**config.mk**
```make
export PLATFORM = sky130hd
export DESIGN_NAME = avalon_byte_bridge
export DESIGN_NICKNAME = d
export VERILOG_FILES = /design/src/rtl/avalon_byte_bridge.sv
export SDC_FILE = /design/constraint.sdc
export NUM_CORES = 1
export LEC_CHECK = 0
export CORE_ASPECT_RATIO = 2
export CORE_MARGIN = 3
export CORE_UTILIZATION = 50
export CTS_CLUSTER_SIZE = 10
export DETAILED_ROUTE_END_ITERATION = 10
export GPL_TIMING_DRIVEN = 0
export PLACE_DENSITY = 0.78
export SLEW_MARGIN = 15
export SYNTH_ARGS = -nofsm -noshare
export SYNTH_HDL_FRONTEND = slang
export SYNTH_SLANG_ARGS = --single-unit
```
**constraint.sdc**
```tcl
create_clock -name clk -period 5.2 [get_ports clk]
set_input_delay 1.04 -clock clk [delete_from_list [all_inputs] [get_ports clk]]
set_output_delay 1.04 -clock clk [all_outputs]
set_load 0.005 [all_outputs]
```
**src/rtl/avalon_byte_bridge.sv**
```systemverilog
// Byte-stream command bridge: decodes read/write command packets from a byte
// source into single Avalon-MM transactions and returns response bytes on a
// valid/ready byte sink. Exactly one transaction is in flight at a time.
//
// Handshake rule (both byte ports): a byte moves on a rising clk edge where
// valid and ready are both 1; the sender holds data stable while valid is 1
// and ready is 0, and ready never depends combinationally on valid.
module avalon_byte_bridge #(
  parameter int ADDR_WIDTH = 2,
  parameter int TIMEOUT    = 255
) (
  input  logic                  clk,
  input  logic                  reset,
  input  logic [7:0]            rxData,
  input  logic                  rxValid,
  output logic                  rxReady,
  output logic [7:0]            txData,
  output logic                  txValid,
  input  logic                  txReady,
  output logic                  avRead,
  output logic                  avWrite,
  output logic [ADDR_WIDTH-1:0] avAddress,
  output logic [31:0]           avDataOut,
  input  logic                  avReadValid,
  input  logic [31:0]           avDataIn,
  output logic                  busy,
  output logic [2:0]            dbg_state
);

  localparam int TW = $clog2(TIMEOUT + 1);

  typedef enum logic [2:0] {
    S_IDLE   = 3'd0,
    S_WDATA  = 3'd1,
    S_WRITE  = 3'd2,
    S_READ   = 3'd3,
    S_RWAIT  = 3'd4,
    S_TXRESP = 3'd5
  } state_t;

  state_t                state, state_nxt;
  logic                  run;        // 0 while in reset, keeps rxReady low
  logic [1:0]            cnt;        // write-data byte index
  logic [TW-1:0]         timer;
  logic [TW-1:0]         timer_nxt;
  logic [31:0]           wdata;
  logic [ADDR_WIDTH-1:0] addr;
  logic [31:0]           resp;
  logic [1:0]            resp_last;  // index of the final response byte
  logic [1:0]            idx;        // index of the response byte on txData
  logic [6:0]            op_high;
  logic                  op_illegal;
  logic                  rx_fire;
  logic                  tx_fire;
  logic                  rd_timeout;

  // Opcode bits above the address field must be zero for a legal command.
  always_comb begin
    op_high    = rxData[6:0] >> ADDR_WIDTH;
    op_illegal = |op_high;
  end

  // Outputs decoded from state and registers only.
  always_comb begin
    rxReady   = run && (state == S_IDLE || state == S_WDATA);
    txValid   = (state == S_TXRESP);
    txData    = (state == S_TXRESP) ? resp[{idx, 3'b000} +: 8] : 8'h00;
    avRead    = (state == S_READ);
    avWrite   = (state == S_WRITE);
    avAddress = addr;
    avDataOut = wdata;
    busy      = (state != S_IDLE);
    dbg_state = state;
  end

  // Handshake and timeout qualifiers shared by the FSM and the datapath.
  always_comb begin
    rx_fire    = rxValid && rxReady;
    tx_fire    = txValid && txReady;
    timer_nxt  = timer + 1'b1;
    rd_timeout = (timer_nxt == TW'(TIMEOUT));
  end

  // State register.
  always_ff @(posedge clk) begin
    if (!reset) state <= S_IDLE;
    else        state <= state_nxt;
  end

  // Next-state decode.
  always_comb begin
    state_nxt = state;
    case (state)
      S_IDLE: begin
        if (rx_fire) begin
          if (op_illegal)     state_nxt = S_TXRESP;
          else if (rxData[7]) state_nxt = S_WDATA;
          else                state_nxt = S_READ;
        end
      end
      S_WDATA:  if (rx_fire && cnt == 2'd3) state_nxt = S_WRITE;
      S_WRITE:  state_nxt = S_TXRESP;
      S_READ:   state_nxt = S_RWAIT;
      S_RWAIT:  if (avReadValid || rd_timeout) state_nxt = S_TXRESP;
      S_TXRESP: if (tx_fire && idx == resp_last) state_nxt = S_IDLE;
      default:  state_nxt = S_IDLE;
    endcase
  end

  // Datapath: address/data capture, read timer and response buffer.
  always_ff @(posedge clk) begin
    if (!reset) begin
      run       <= 1'b0;
      cnt       <= '0;
      timer     <= '0;
      wdata     <= '0;
      addr      <= '0;
      resp      <= '0;
      resp_last <= '0;
      idx       <= '0;
    end else begin
      run <= 1'b1;
      case (state)
        S_IDLE: begin
          if (rx_fire) begin
            addr <= rxData[ADDR_WIDTH-1:0];
            cnt  <= '0;
            if (op_illegal) begin
              resp      <= 32'h0000_00EE;
              resp_last <= 2'd0;
              idx       <= 2'd0;
            end
          end
        end
        S_WDATA: begin
          if (rx_fire) begin
            wdata[{cnt, 3'b000} +: 8] <= rxData;
            cnt                       <= cnt + 1'b1;
          end
        end
        S_WRITE: begin
          resp      <= 32'h0000_00A5;
          resp_last <= 2'd0;
          idx       <= 2'd0;
        end
        S_READ: timer <= '0;
        S_RWAIT: begin
          // Read data takes priority over a coincident timeout.
          if (avReadValid) begin
            resp      <= avDataIn;
            resp_last <= 2'd3;
            idx       <= 2'd0;
          end else if (rd_timeout) begin
            resp      <= 32'h0000_00EE;
            resp_last <= 2'd0;
            idx       <= 2'd0;
          end else begin
            timer <= timer_nxt;
          end
        end
        S_TXRESP: if (tx_fire) idx <= idx + 1'b1;
        default: ;
      endcase
    end
  end

endmodule

```
; Word level (Yosys, flattened, before mapping)
; Index checks and enable logic that the tools add are counted.
[op_classes]
n_shift = 3
reduce_logical = 21
n_addsub = 4
eq_ne = 18
mux = 29
[op_table]
columns = op, count
row1 = two-way mux 32 bit, 4
row2 = one-hot mux 32 bit (3 select lines), 1
row3 = bitwise mux 32 bit, 1
row4 = "variable shift 8 x 7 -> 32 bit, first input constant", 1
row5 = indexed part select 32 x 6 -> 8 bit, 1
row6 = indexed part select 8 x 7 -> 32 bit, 1
row7 = two-way mux 8 bit, 3
row8 = two-way mux 2 bit, 9
row9 = one-hot mux 3 bit (6 select lines), 1
row10 = one-hot mux 8 bit (2 select lines), 1
row11 = two-way mux 3 bit, 5
row12 = "!= test 2 bit, second input constant", 6
row13 = "adder 8 x 1 -> 8 bit, second input constant", 1
row14 = "equality test 8 bit, second input constant", 1
row15 = one-hot mux 2 bit (4 select lines), 1
row16 = AND reduction 4 bit, 2
row17 = negation 5 -> 7 bit, 1
row18 = "equality test 3 x 2 -> 1 bit, second input constant", 2
row19 = "equality test 3 bit, second input constant", 2
row20 = "!= test 2 x 1 -> 1 bit, second input constant", 3
row21 = one-hot mux 2 bit (3 select lines), 1
row22 = AND reduction 3 bit, 2
row23 = nonzero test 3 bit, 2
row24 = logical AND 1 bit, 5
row25 = 14 further kinds, 18
[totals]
output_inout_bits = 50
ff_bits = 84

; Logic depth before layout (Yosys ltp)
; Gate-level depths: netlist (run 1).
[depth]
depth_word = 7
mapped_depth = 8

; Worst setup path after synthesis (run 1)
; OpenSTA, ideal clock, no wires.
[synth_path]
kind = register to output
start = register idx[0]
end = output port txData[1]
path_stages_with_launch = 4
t_required_ps = 4160
n_path_buf = 1
slack_ps = 2614
arrival_ps = 1546
cell_sequence = dfxtp_1 > buf_1 > mux4_2 > and3_1
[synth_via]
elab_chain_cells = 2
[synth_rtl]
columns = element, line_no
row1 = "start, declared", 50  ; logic [1:0] idx;
row2 = "start signal, assigned", 161  ; S_TXRESP: if (tx_fire) idx <= idx + 1'b1;
row3 = indexed part select 32 x 6 -> 8 bit, 67  ; txData = (state == S_TXRESP) ? resp[{idx, 3'b000} +: 8] : 8'h00;
row4 = two-way mux 8 bit, 67
row5 = "end, declared", 17  ; output logic [7:0] txData,
; No other way between the ends.

; Final worst setup path (run 1)
[layout_path]
start = register idx[0]
end = output port txData[4]
; Same word-level chain as after synthesis.

==> results of run 1 <==
## critical path, stage by stage, from the launching register on
cell and delay (ns):
sky130_fd_sc_hd__dfxtp_1 0.47, sky130_fd_sc_hd__buf_1 0.57, sky130_fd_sc_hd__mux4_2 0.59, sky130_fd_sc_hd__and3_1 0.20
sky130_fd_sc_hd__clkdlybuf4s50_1 0.45
## metrics by stage
stage                     cells  setup slack, ns
final                       649             1.54
after global routing        649             1.36
after CTS                   649             1.50
after detailed placement    633             1.57
after global placement      633             1.64
after floorplan             447             2.61
## Yosys cell counts (all sizes together)
master,n
a41o,1
and2,3
nor3b,4
nand3,41
or3,2
o221a,4
o41ai,1
a311oi,1
o22a,1
and3,16
buf,4
xnor2,2
a21boi,17
nor4,1
inv,9
a211oi,2
nor2b,4
o31a,1
nand3b,2
a221oi,1
o21ai,32
a21oi,25
a2111oi,1
nor2,17
o211ai,1
o311a,1
clkbuf,22
mux2i,7
nand2,102
mux4,8
nor3,9
o21bai,1
and4,1
nand2b,3
a21o,4
a31oi,3
ha,7
o2111ai,1
dfxtp,83
or4,2
## sequential cells by signal, indices dropped and copies added, names as in the netlist
| register | cells |
|---|---|
| resp_last | 1 |
| resp | 32 |
| timer | 8 |
| avAddress | 2 |
| dbg_state | 3 |
| avDataOut | 32 |
| run | 1 |
| idx | 2 |
| cnt | 2 |
## layer usage
metal,track usage,up-vias,routed length [um]
li1,-,1779,-
met1,0.254,1725,3840
met2,0.494,137,6240
met3,0.0576,27,524
met4,0.148,0,363
met5,0,-,0
## worst min-delay path by stage
stage / startpoint / endpoint / slack (ns) / cells past startpoint
after floorplan: resp[27]$_SDFFE_PN0P_ / resp[27]$_SDFFE_PN0P_ / 0.43 / 2
after global placement: resp[31]$_SDFFE_PN0P_ / resp[31]$_SDFFE_PN0P_ / 0.43 / 2
after detailed placement: avDataOut[13]$_SDFFE_PN0P_ / avDataOut[13]$_SDFFE_PN0P_ / 0.44 / 2
after CTS: avDataOut[8]$_SDFFE_PN0P_ / avDataOut[8]$_SDFFE_PN0P_ / 0.45 / 2
after global routing: avDataOut[3]$_SDFFE_PN0P_ / avDataOut[3]$_SDFFE_PN0P_ / 0.47 / 2
final: avDataOut[8]$_SDFFE_PN0P_ / avDataOut[8]$_SDFFE_PN0P_ / 0.45 / 2
## power by group through the flow
stage | Clock, uW | Sequential (uW) | Combinational (uW)
after detailed placement | 0 | 701 | 274
after floorplan | 0 | 695 | 158
final | 727 | 688 | 277
after global routing | 757 | 691 | 298
after CTS | 731 | 687 | 276
after global placement | 0 | 699 | 269
## kinds of logic after synthesis
| logic type | synth area share |
|---|---|
| XOR/XNOR | 0.00467 |
| multiplexers | 0.0666 |
| flip-flops | 0.443 |
| buffers and inverters | 0.0387 |
| adder cells (fa/ha/maj) | 0.0233 |
| AND/OR/NAND/NOR | 0.255 |
| AO/OA/AOI/OAI | 0.170 |
## layout make-up
cell class              count  area (um2)  share of cell area
flip-flops and latches     83        1660               0.322
plain buffers              26         111              0.0216
repair buffers             94         941               0.183
multi-input cells         329        1950               0.378
clock buffers               9         225              0.0437
clock inverters             7         116              0.0226
well taps                  92         115              0.0223
inverters                   9        33.8             0.00656
==> results list, run 1 <==
* Result of the run: complete, no violations
* Slew @ Worst Pin: 0.930 ns
* Launching point of the worst reg2reg path: dbg_state[1]$_SDFFE_PN0P_
- Summed over all cells, the static leakage comes to 0.00185 uW.
- Clock period minus final worst setup slack: 3.66 ns
- Syn_nets: 499
* Fillcell total: 621
* Setup TNS after final layout: 0 ns
- Counting every sink on the clock net gives 83.
- Clock Skews: 0.00734 ns
- Buffers inserted during clock tree synthesis total 9.
* Synth top area cells: sky130_fd_sc_hd__dfxtp_1 44%, sky130_fd_sc_hd__nand2_1 10%, sky130_fd_sc_hd__nand3_1 5.5%, sky130_fd_sc_hd__mux4_2 4.8%, sky130_fd_sc_hd__o21ai_0 4.0%
* Number of remaining DRC errors: 0
- Global-route total usage across every layer: 0.264
- # nets final: 604
- The region available for standard cell placement spans 0.00727 mm2.
* Total number of H-tree levels: 3
- R2R setup slack: 2.51 ns
- Fraction of final layout cells sized beyond drive strength 1: 0.0628
* Total power of the final layout: 1690 uW
- The synthesized design spends more area on one cell type than any other, namely sky130_fd_sc_hd__dfxtp_1.
- The number of setup buffers added after CTS is 0.
* I/O pin count: 95
* Utilization after layout: 0.709
- At the worst endpoint, the required time is 4.16 ns.
- Die Outline Area: 0.00865 mm2
* Proportion of synthesized chip area in sequential cells: 0.443
- Via-per-instance ratio: 5.65
- The number of gates resized after CTS was 0.
- Commonest non-fill, non-tap cell in the layout: sky130_fd_sc_hd__nand2_1
* Vias after detailed routing: 3,668
* Hold buffers post-CTS: 0
- Via count of the first global-routing pass: 3,675
* Share of total power in sequential cells: 0.407
* Signed area change from the synthesized netlist to the final layout: 37.2%
- Relative slew slack: 0.379
* GRT Residual Overflow: 0
* Insertion delay to the later sink of the worst-skew pair: 0.34 ns
- In this run the horizontal extent of the chip is 67.3 um.
- Setup repair after global routing left no endpoint under its margin.
* Area of placed instances: 0.00481 mm2
- The tool flagged a number of max-cap violations equal to 0.
* Number of cells produced by synthesis: 447
* Switching pwr: 432 uW
- Launch point of the critical path: idx[0]$_SDFFE_PN0P_
- TritonCTS built the clock tree.
* WL per Instance: 16.9 um
* Cell internal power dissipation: 1260 uW
- Synth cell types: 48
* Clock-pin slew reported for the worst setup and hold paths after clock tree synthesis: 0.06 ns
- Critical Path AT: 2.62 ns
- Final WL: 11.0 mm
- Fmax achieved: 273 MHz
- Slew Limit Fails: 0
- Layout Cell Area excl Fill: 0.00515 mm2
- The worst setup path is captured at an output pin.
- Number of endpoints failing setup at the final stage: 0
- The first global-routing pass estimated 17.1 mm of wire.
- Initial core utilization: 0.517
* Buffer type at the clock tree root: sky130_fd_sc_hd__clkbuf_16
* Final Hold Slack: 0.448 ns
* Mapped Area: 0.00375 mm2
- Number of routed nets with antenna violations: 0
- Post-Synthesis Mean Instance Area: 8.40 um2
- Post-synthesis register bit count: 83
- Entering global routing, the biggest net connects 15 pins.
- Worst voltage drop across the vdd grid: 0.218 mV
- STA classifies the critical path startpoint as a flop.
- Clock buffer depth: 2
* Top library cells by usage in the layout, fill and taps aside: 102 x sky130_fd_sc_hd__nand2_1, 94 x sky130_fd_sc_hd__clkdlybuf4s50_1, 83 x sky130_fd_sc_hd__dfxtp_1
- The number of antenna violations at the first check in global routing was 0.
* Crit Path Max Fanout: 10
- Class of the most critical setup path: reg -> out
* Logic gate share of total power: 0.164
- Following the worst setup path forward leads to its endpoint at txData[4].
* Worst reg2reg endpoint: resp[22]$_SDFFE_PN0P_
- Of the post-synthesis cell area, the dominant cell type holds 0.443.
* Clock power frac: 0.430
- Type of the worst min-delay path: reg -> reg
* Hold violation count in the final report: 0
- The first TritonRoute pass finished after 4 iterations.
- Number of warnings printed during yosys synthesis: 0
* Drt first-iter violations: 291
- Share of the clock period used by the worst path: 0.703
* Final RePlAce weighted congestion: 0.888
- Sw Share: 0.255
- Ratio of total power to cell area: 329 mW/mm2
- The floorplan step set the die height to 129 um.
* Number of buffers added on ports: 94
- The repair_antennas step left the layout with diodes totalling 0.
- The HPWL after detailed placement is 8.30 mm.
* Count of cells along the worst register-to-register path: 6
- Total number of placement rows: 44
Note: power is estimated with default switching activity, not from simulation.
==> inputs of run 2 (changes only) <==
- CORE_UTILIZATION: 50 -> 44
- PLACE_DENSITY: 0.78 -> 0.73
- clock period: 5.2 -> 3.1 ns (I/O delays scaled with it)
==> run 2 against run 1 <==
Worst hold slack better by 0.0049 ns. Sequential power up 67%. Via count shrank 0.65%. Critical path depth unchanged. Routed wire length fell by 0.29%. Highest routed layer unchanged. Cell count is 0.92% higher. Die area up 13%. Sequential cell count stayed put. Critical endpoint unchanged. First-iteration DRC count decreased by 38%. Sequential share of layout area increased by 0.20 points. Global-route usage decreased by 3.1 points.
==> results list, run 2 (same netlist as run 1, synthesis figures left out) <==
- Result of the run: complete, no violations (unchanged).
- Clock period minus final worst setup slack: 2.96 ns
- Fillcell total: 744 (was 621)
- Layout Cell Area excl Fill: 0.00512 mm2 (was 0.00515 mm2)
* Number of stages on the worst hold path: 2 (unchanged)
* Data required, critical path: 2.48 ns (was 4.16 ns)
* Total clock buffers created by CTS: 9 (unchanged)
* Clock sinks: 83 (unchanged)
- The data arrival time of the critical path is 2.34 ns (was 2.62 ns).
- Core area: 0.00829 mm2 (was 0.00727 mm2)
- Top library cells by usage in the layout, fill and taps aside: 102 x sky130_fd_sc_hd__nand2_1, 94 x sky130_fd_sc_hd__clkdlybuf4s50_1, 83 x sky130_fd_sc_hd__dfxtp_1 (unchanged).
- The worst hold slack across all endpoints was 0.453 ns (was 0.448 ns).
- Seq. cell area: 0.00166 mm2 (unchanged)
* Drt first-iter violations: 181 (was 291)
- # nets final: 604 (unchanged)
* Length of the first detailed-routing pass in iterations: 5 (was 4)
- I/O pin count: 95 (unchanged)
- The number of endpoints with negative hold slack in the final report came to 0 (unchanged).
* Number of buffers added on ports: 94 (unchanged)
* Via-per-instance ratio: 5.56 (was 5.65)
- The clock edge transition at the registers on the reported setup and hold paths is 0.06 ns (about the same).
- Share of the clock period used by the worst path: 0.955
- R2R setup slack: 0.50 ns (was 2.51 ns)
- Global-route total usage across every layer: 0.234 (was 0.264)
* Reported max-cap violation count: 0 (unchanged)
- Area of placed instances: 0.00482 mm2 (was 0.00481 mm2)
- Total number of placement rows: 47 (was 44)
* Total number of H-tree levels: 3 (unchanged)
* Final WL: 10.9 mm (was 11.0 mm)
- Initial core utilization: 0.453 (was 0.517)
- The leading cell type in the layout, fill and taps excluded is sky130_fd_sc_hd__nand2_1 (unchanged).
- Via count of the first global-routing pass: 3,698 (was 3,675)
* Chip Width: 71.3 um (was 67.3 um)
- Cell count after placement: 639 (was 633)
- The total power after layout is 2680 uW (was 1690 uW).
- DP HPWL: 8.41 mm (was 8.30 mm)
* Final Instance Count excl. Fillers: 655 (was 649)
* Maximum number of pins on one net before global-route repair: 15 (unchanged)
* Slew Limit Fails: 0 (unchanged)
- The final weighted congestion of routability-driven global placement came to 0.882 (was 0.888).
- Vias after detailed routing: 3,644 (was 3,668)
* Clock buffer depth: 2 (unchanged)
* Multi-input gate area: 0.00195 mm2 (unchanged)
* Hold buffers post-CTS: 0 (unchanged)
- Number of remaining DRC errors: 0 (unchanged)
- Insertion delay to the later sink of the worst-skew pair: 0.34 ns (about the same)
- Number of endpoints failing setup at the final stage: 0 (unchanged)
* Critical Path End Type: output pin (unchanged)
- Number of routed nets with antenna violations: 0 (unchanged)
- The post-synthesis to final-layout area growth came to 36.4% (was 37.2%).
* Count of cells along the worst register-to-register path: 6 (unchanged)
* Unrepaired setup endpoints after global routing: false (unchanged)
- The worst-margin pin slew is 0.944 ns (was 0.930 ns).
- Die Ht: 137 um (was 129 um)
- Die Outline Area: 0.00975 mm2 (was 0.00865 mm2)
* # Post-CTS Setup Buffers: 0 (unchanged)
* Relative slew slack: 0.369 (was 0.379)
* Class of the most critical setup path: reg -> out (unchanged)
- The antenna cell count is 0 (unchanged).
- The kind of start point of the critical path was a flop (unchanged).
- The worst supply voltage drop on vdd came to 0.386 mV (was 0.218 mV).
* GRT Residual Overflow: 0 (unchanged)
* Ratio of total power to cell area: 523 mW/mm2 (was 329 mW/mm2)
- The first-pass GRT wire length came to 17.4 mm (was 17.1 mm).
- Based on the critical path, the design can be clocked at up to 338 MHz.
- WL per Instance: 16.7 um (was 16.9 um)
* Crit Path Max Fanout: 10 (unchanged)
- The CTS tree is done (unchanged).
- Fraction of final layout cells sized beyond drive strength 1: 0.0664 (was 0.0628)
* Buffer type at the clock tree root: sky130_fd_sc_hd__clkbuf_16 (unchanged)
- The kind of path behind the tightest hold check is reg -> reg (unchanged).
* Leakage component of the power: 0.00183 uW (was 0.00185 uW)
- Antenna violations before repair: 0 (unchanged)
- Clock Skews: 0.00747 ns (was 0.00734 ns)
==> run 2: worst max-delay path, cell delays in order (launching register included) <==
cell and delay [ns]:
sky130_fd_sc_hd__dfxtp_1 0.47, sky130_fd_sc_hd__clkbuf_4 0.31, sky130_fd_sc_hd__mux4_2 0.56, sky130_fd_sc_hd__and3_1 0.21, sky130_fd_sc_hd__clkdlybuf4s50_1 0.44
==> run 2: layout make-up <==
cell class,count,share of cell area
multi-input combinational,329,0.380
sequential,83,0.325
timing repair buffer,94,0.184
clock buffer,10,0.0447
tap,98,0.0239
buffer,26,0.0230
clock inverter,6,0.0130
inverter,9,0.00660
==> run 2: per-layer routing <==
metal | vias up | routed length [um] | global-route usage | share of wire
met5 | - | 0 | 0 | 0
met4 | 0 | 439 | 0.140 | 0.040
met3 | 31 | 675 | 0.0559 | 0.062
met2 | 162 | 5990 | 0.446 | 0.55
met1 | 1678 | 3830 | 0.215 | 0.35
li1 | 1773 | - | - | -
==> run 2: path summary, 6_finish.rpt <==
kind,startpoint,end
worst max-delay path,idx[0]$_SDFFE_PN0P_,txData[4]
worst min-delay path,resp[27]$_SDFFE_PN0P_,resp[27]$_SDFFE_PN0P_
worst max register to register,dbg_state[1]$_SDFFE_PN0P_,resp[22]$_SDFFE_PN0P_
worst min register to register,resp[27]$_SDFFE_PN0P_,resp[27]$_SDFFE_PN0P_
==> run 2: metrics by stage <==
| step | utilization | setup WS (ns) | TNS (ns) |
|---|---|---|---|
| finish | 0.617 | 0.141 | 0 |
| global route | 0.617 | 0.0518 | 0 |
| CTS | 0.617 | 0.0532 | 0 |
| detailed placement | 0.581 | -0.109 | -1.40 |
| global placement | 0.581 | -0.0362 | -0.392 |
| floorplan | - | 0.924 | 0 |
==> run 2: power breakdown <==
group	leakage [uW]	switching [uW]	total (uW)	internal, uW
clock	0.000135	437	1060	623
combinational	0.00103	248	463	215
sequential	0.000672	36.9	1150	1120
==> run 2: timing repair <==
action	4_1_cts	5_1_grt
pin swaps	0	0
cloned	0	0
gates resized for setup	1	5
endpoints found under the setup margin	6	9
==> inputs of run 3 (changes only) <==
- RECOVER_POWER: default -> 50
- SLEW_MARGIN: 15 -> 20
==> run 3 against run 2 <==
Total power fell by 0.36%. Clock-buffer cell count unchanged. Critical path depth is the same. Die area stayed put. Clock power hardly changed. Global-route usage unchanged. Sequential cell count unchanged. First-iteration DRC count up 1.1%. Routed wire length decreased by 0.11%. Critical path type unchanged. Critical endpoint unchanged.
==> results list, run 3 (same netlist as run 1, synthesis figures left out) <==
- Result of the run: complete, no violations (unchanged)
* Total power of the final layout: 2670 uW (was 2680 uW)
- The core region area is 0.00829 mm2 (unchanged).
- Fillcell total: 746 (was 744)
- Final Instance Count excl. Fillers: 655 (unchanged)
- The power share of the combinational group came to 0.171 (was 0.173).
- The critical setup path kind is reg -> out (unchanged).
* Cells along the critical path: clkbuf_4 -> mux4_2 -> and3_1 -> clkdlybuf4s50_1 (unchanged)
- Via-per-instance ratio: 5.58 (was 5.56)
- Unrepaired setup endpoints after global routing: false (unchanged).
* Cell count after placement: 639 (unchanged)
- Length of the first detailed-routing pass in iterations: 5 (unchanged)
* Number of stages on the worst hold path: 2 (unchanged)
- Vias after detailed routing: 3,657 (was 3,644)
* Commonest non-fill, non-tap cell in the layout: sky130_fd_sc_hd__nand2_1 (unchanged)
- The maximum number of buffers from clock root to sink was 2 (unchanged).
* Maximum number of pins on one net before global-route repair: 15 (unchanged)
- The worst min-delay path endpoint is avDataOut[9]$_SDFFE_PN0P_ (was resp[27]$_SDFFE_PN0P_).
* Cell internal power dissipation: 1950 uW (was 1960 uW)
- Utilization after layout: 0.617 (about the same)
* Fmax achieved: 338 MHz (about the same)
- Slowest library cell on the worst path: sky130_fd_sc_hd__mux4_2 (unchanged)
- The total setup violations reported at the end of the flow was 0 (unchanged).
- The total DRC errors in the routed layout came to 0 (unchanged).
- The cell depth of the worst setup path is 4 (unchanged).
* Launching point of the worst reg2reg path: timer[0]$_SDFFE_PN0P_ (was dbg_state[1]$_SDFFE_PN0P_)
- The largest stage delay on the critical path is 0.56 ns (about the same).
- The areal power density over the cells was 522 mW/mm2 (was 523 mW/mm2).
* Crit path launch type: flop (unchanged)
- Setup TNS after final layout: 0 ns (unchanged)
- The largest fanout on the critical path was 10 (unchanged).
- CP delay by family, top: buffers and inverters (unchanged)
- The worst supply voltage drop on vdd is 0.385 mV (was 0.386 mV).
- Chip Width: 71.3 um (unchanged)
- Top library cells by usage in the layout, fill and taps aside: 102 x sky130_fd_sc_hd__nand2_1, 83 x sky130_fd_sc_hd__dfxtp_1, 54 x sky130_fd_sc_hd__clkdlybuf4s50_1 (was 102 x sky130_fd_sc_hd__nand2_1, 94 x sky130_fd_sc_hd__clkdlybuf4s50_1, 83 x sky130_fd_sc_hd__dfxtp_1).
- The die footprint was 0.00975 mm2 (unchanged).
- Final RePlAce weighted congestion: 0.882 (unchanged)
- Clock sinks: 83 (unchanged)
- The top-level I/O count was 95 (unchanged).
* Worst Hold Launch: avDataOut[9]$_SDFFE_PN0P_ (was resp[27]$_SDFFE_PN0P_)
* # nets final: 604 (unchanged)
- Via count of the first global-routing pass: 3,698 (unchanged)
- The number of endpoints with negative hold slack in the final report was 0 (unchanged).
- The final setup skew is 0.00755 ns (was 0.00747 ns).
- The first-pass GRT wire length came to 17.4 mm (unchanged).
- Antenna Cells: 0 (unchanged)
* Sw Share: 0.270 (about the same)
- The clock edge transition at the registers on the reported setup and hold paths came to 0.06 ns (about the same).
- Launch point of the critical path: idx[0]$_SDFFE_PN0P_ (unchanged)
- The deepest level of the CTS H-tree came to 3 (unchanged).
- Die Ht: 137 um (unchanged)
- The clock tree root buffer cell is sky130_fd_sc_hd__clkbuf_16 (unchanged).
- DP HPWL: 8.41 mm (unchanged)
- Type of the worst min-delay path: reg -> reg (unchanged)
* Global-route total usage across every layer: 0.234 (unchanged)
* Count of cells along the worst register-to-register path: 8 (was 6)
- Number of routed nets with antenna violations: 0 (unchanged)
- R2R setup slack: 0.37 ns (was 0.50 ns)
- Insertion delay to the later sink of the worst-skew pair: 0.34 ns (about the same)
- Critical Path End Type: output pin (unchanged)
- The max-slew violation total from the final report came to 0 (unchanged).
- The overall overflow remaining after global route is 0 (unchanged).
* Initial core utilization: 0.453 (unchanged)
- Share of the clock period used by the worst path: 0.953 (was 0.955)
* Buffer and inverter count on the worst path: 2 (unchanged)
* Clock power frac: 0.397 (was 0.396)
- Clock period minus final worst setup slack: 2.96 ns (about the same)
- # Post-CTS Setup Buffers: 0 (unchanged)
* Critical Path AT: 2.34 ns (about the same)
* Total clock buffers created by CTS: 9 (unchanged)
- The max-slew headroom at the worst pin was 0.374 (was 0.369).
- Final WL: 10.9 mm (about the same)
- Number of buffers added on ports: 94 (unchanged)
- The number of antenna violations at the first check in global routing was 0 (unchanged).
- The leakage power came to 0.00196 uW (was 0.00183 uW).
* Share of total power in sequential cells: 0.432 (was 0.431)
- The average wire length per cell after detail routing was 16.7 um (about the same).
* Worst-case setup margin in the final layout: 0.145 ns (was 0.141 ns)
- The power dissipated by switching net loads is 720 uW (was 722 uW).
* Signed area change from the synthesized netlist to the final layout: 36.3% (was 36.4%)
- The number of violations reported at the end of detailed-routing iteration 0 is 183 (was 181).
- Slew @ Worst Pin: 0.937 ns (was 0.944 ns)
- CTS tree: done (unchanged)
- Fraction of final layout cells sized beyond drive strength 1: 0.0646 (was 0.0664)
- The data required time at the worst endpoint is 2.48 ns (about the same).
- The reported max-cap violation count was 0 (unchanged).
- The number of placement rows came to 47 (unchanged).
* Setup Slack @ Placement: -0.109 ns (unchanged)
- Worst reg2reg endpoint: idx[1]$_SDFFE_PN0P_ (was resp[22]$_SDFFE_PN0P_)
run 3: routing by layer:
layer | vias to the layer above | global-route usage | share of wire
li1 | 1774 | - | -
met1 | 1689 | 0.215 | 0.34
met2 | 164 | 0.446 | 0.55
met3 | 30 | 0.0559 | 0.066
met4 | 0 | 0.140 | 0.040
met5 | - | 0 | 0
run 3: worst max-delay path by stage:
stage / end
floorplan: idx[1]$_SDFFE_PN0P_
global placement: resp[17]$_SDFFE_PN0P_
detailed placement: resp[21]$_SDFFE_PN0P_
CTS: txData[4]
global route: resp[13]$_SDFFE_PN0P_
finish: txData[4]
run 3: worst reg2reg max path: stages, from the launching register on:
cell and delay, ns:
sky130_fd_sc_hd__dfxtp_1 0.34, sky130_fd_sc_hd__ha_1 0.25, sky130_fd_sc_hd__nand3_1 0.13, sky130_fd_sc_hd__nor2_1 0.10, sky130_fd_sc_hd__or4_4 0.56, sky130_fd_sc_hd__a21oi_1 0.32
sky130_fd_sc_hd__clkbuf_1 0.44, sky130_fd_sc_hd__nand2_1 0.18, sky130_fd_sc_hd__o221a_2 0.32
run 3: repair_timing:
item / CTS / global route
hold buffers: 0 / 0
setup endpoints to repair: 6 / 9
pin swaps: 0 / 0
gates resized for setup: 1 / 5
run 3: layout make-up:
type	count	area [um2]	share of cell area
Clock buffer	10	229	0.0448
Clock inverter	6	66.3	0.0130
Sequential cell	83	1660	0.325
Multi-Input combinational cell	329	1950	0.381
Timing Repair Buffer	94	941	0.184
Tap cell	98	123	0.0240
Buffer	26	114	0.0223
Inverter	9	33.8	0.00660
run 3: power by group through the flow:
| stage | combinational, uW | sequential (uW) | clock (uW) |
|---|---|---|---|
| 6_report | 456 | 1150 | 1060 |
| 4_1_cts | 464 | 1150 | 1070 |
| 3_5_place_dp | 460 | 1180 | 0 |
| 3_3_place_gp | 455 | 1170 | 0 |
| 2_1_floorplan | 265 | 1170 | 0 |
| 5_1_grt | 497 | 1160 | 1120 |
run 3: through the flow:
stage | hold WS (ns) | area [um2]
final | 0.451 | 5120
after global routing | 0.470 | 5120
after CTS | 0.451 | 5110
after detailed placement | 0.443 | 4820
after global placement | 0.434 | 4820
after floorplan | 0.425 | 3750
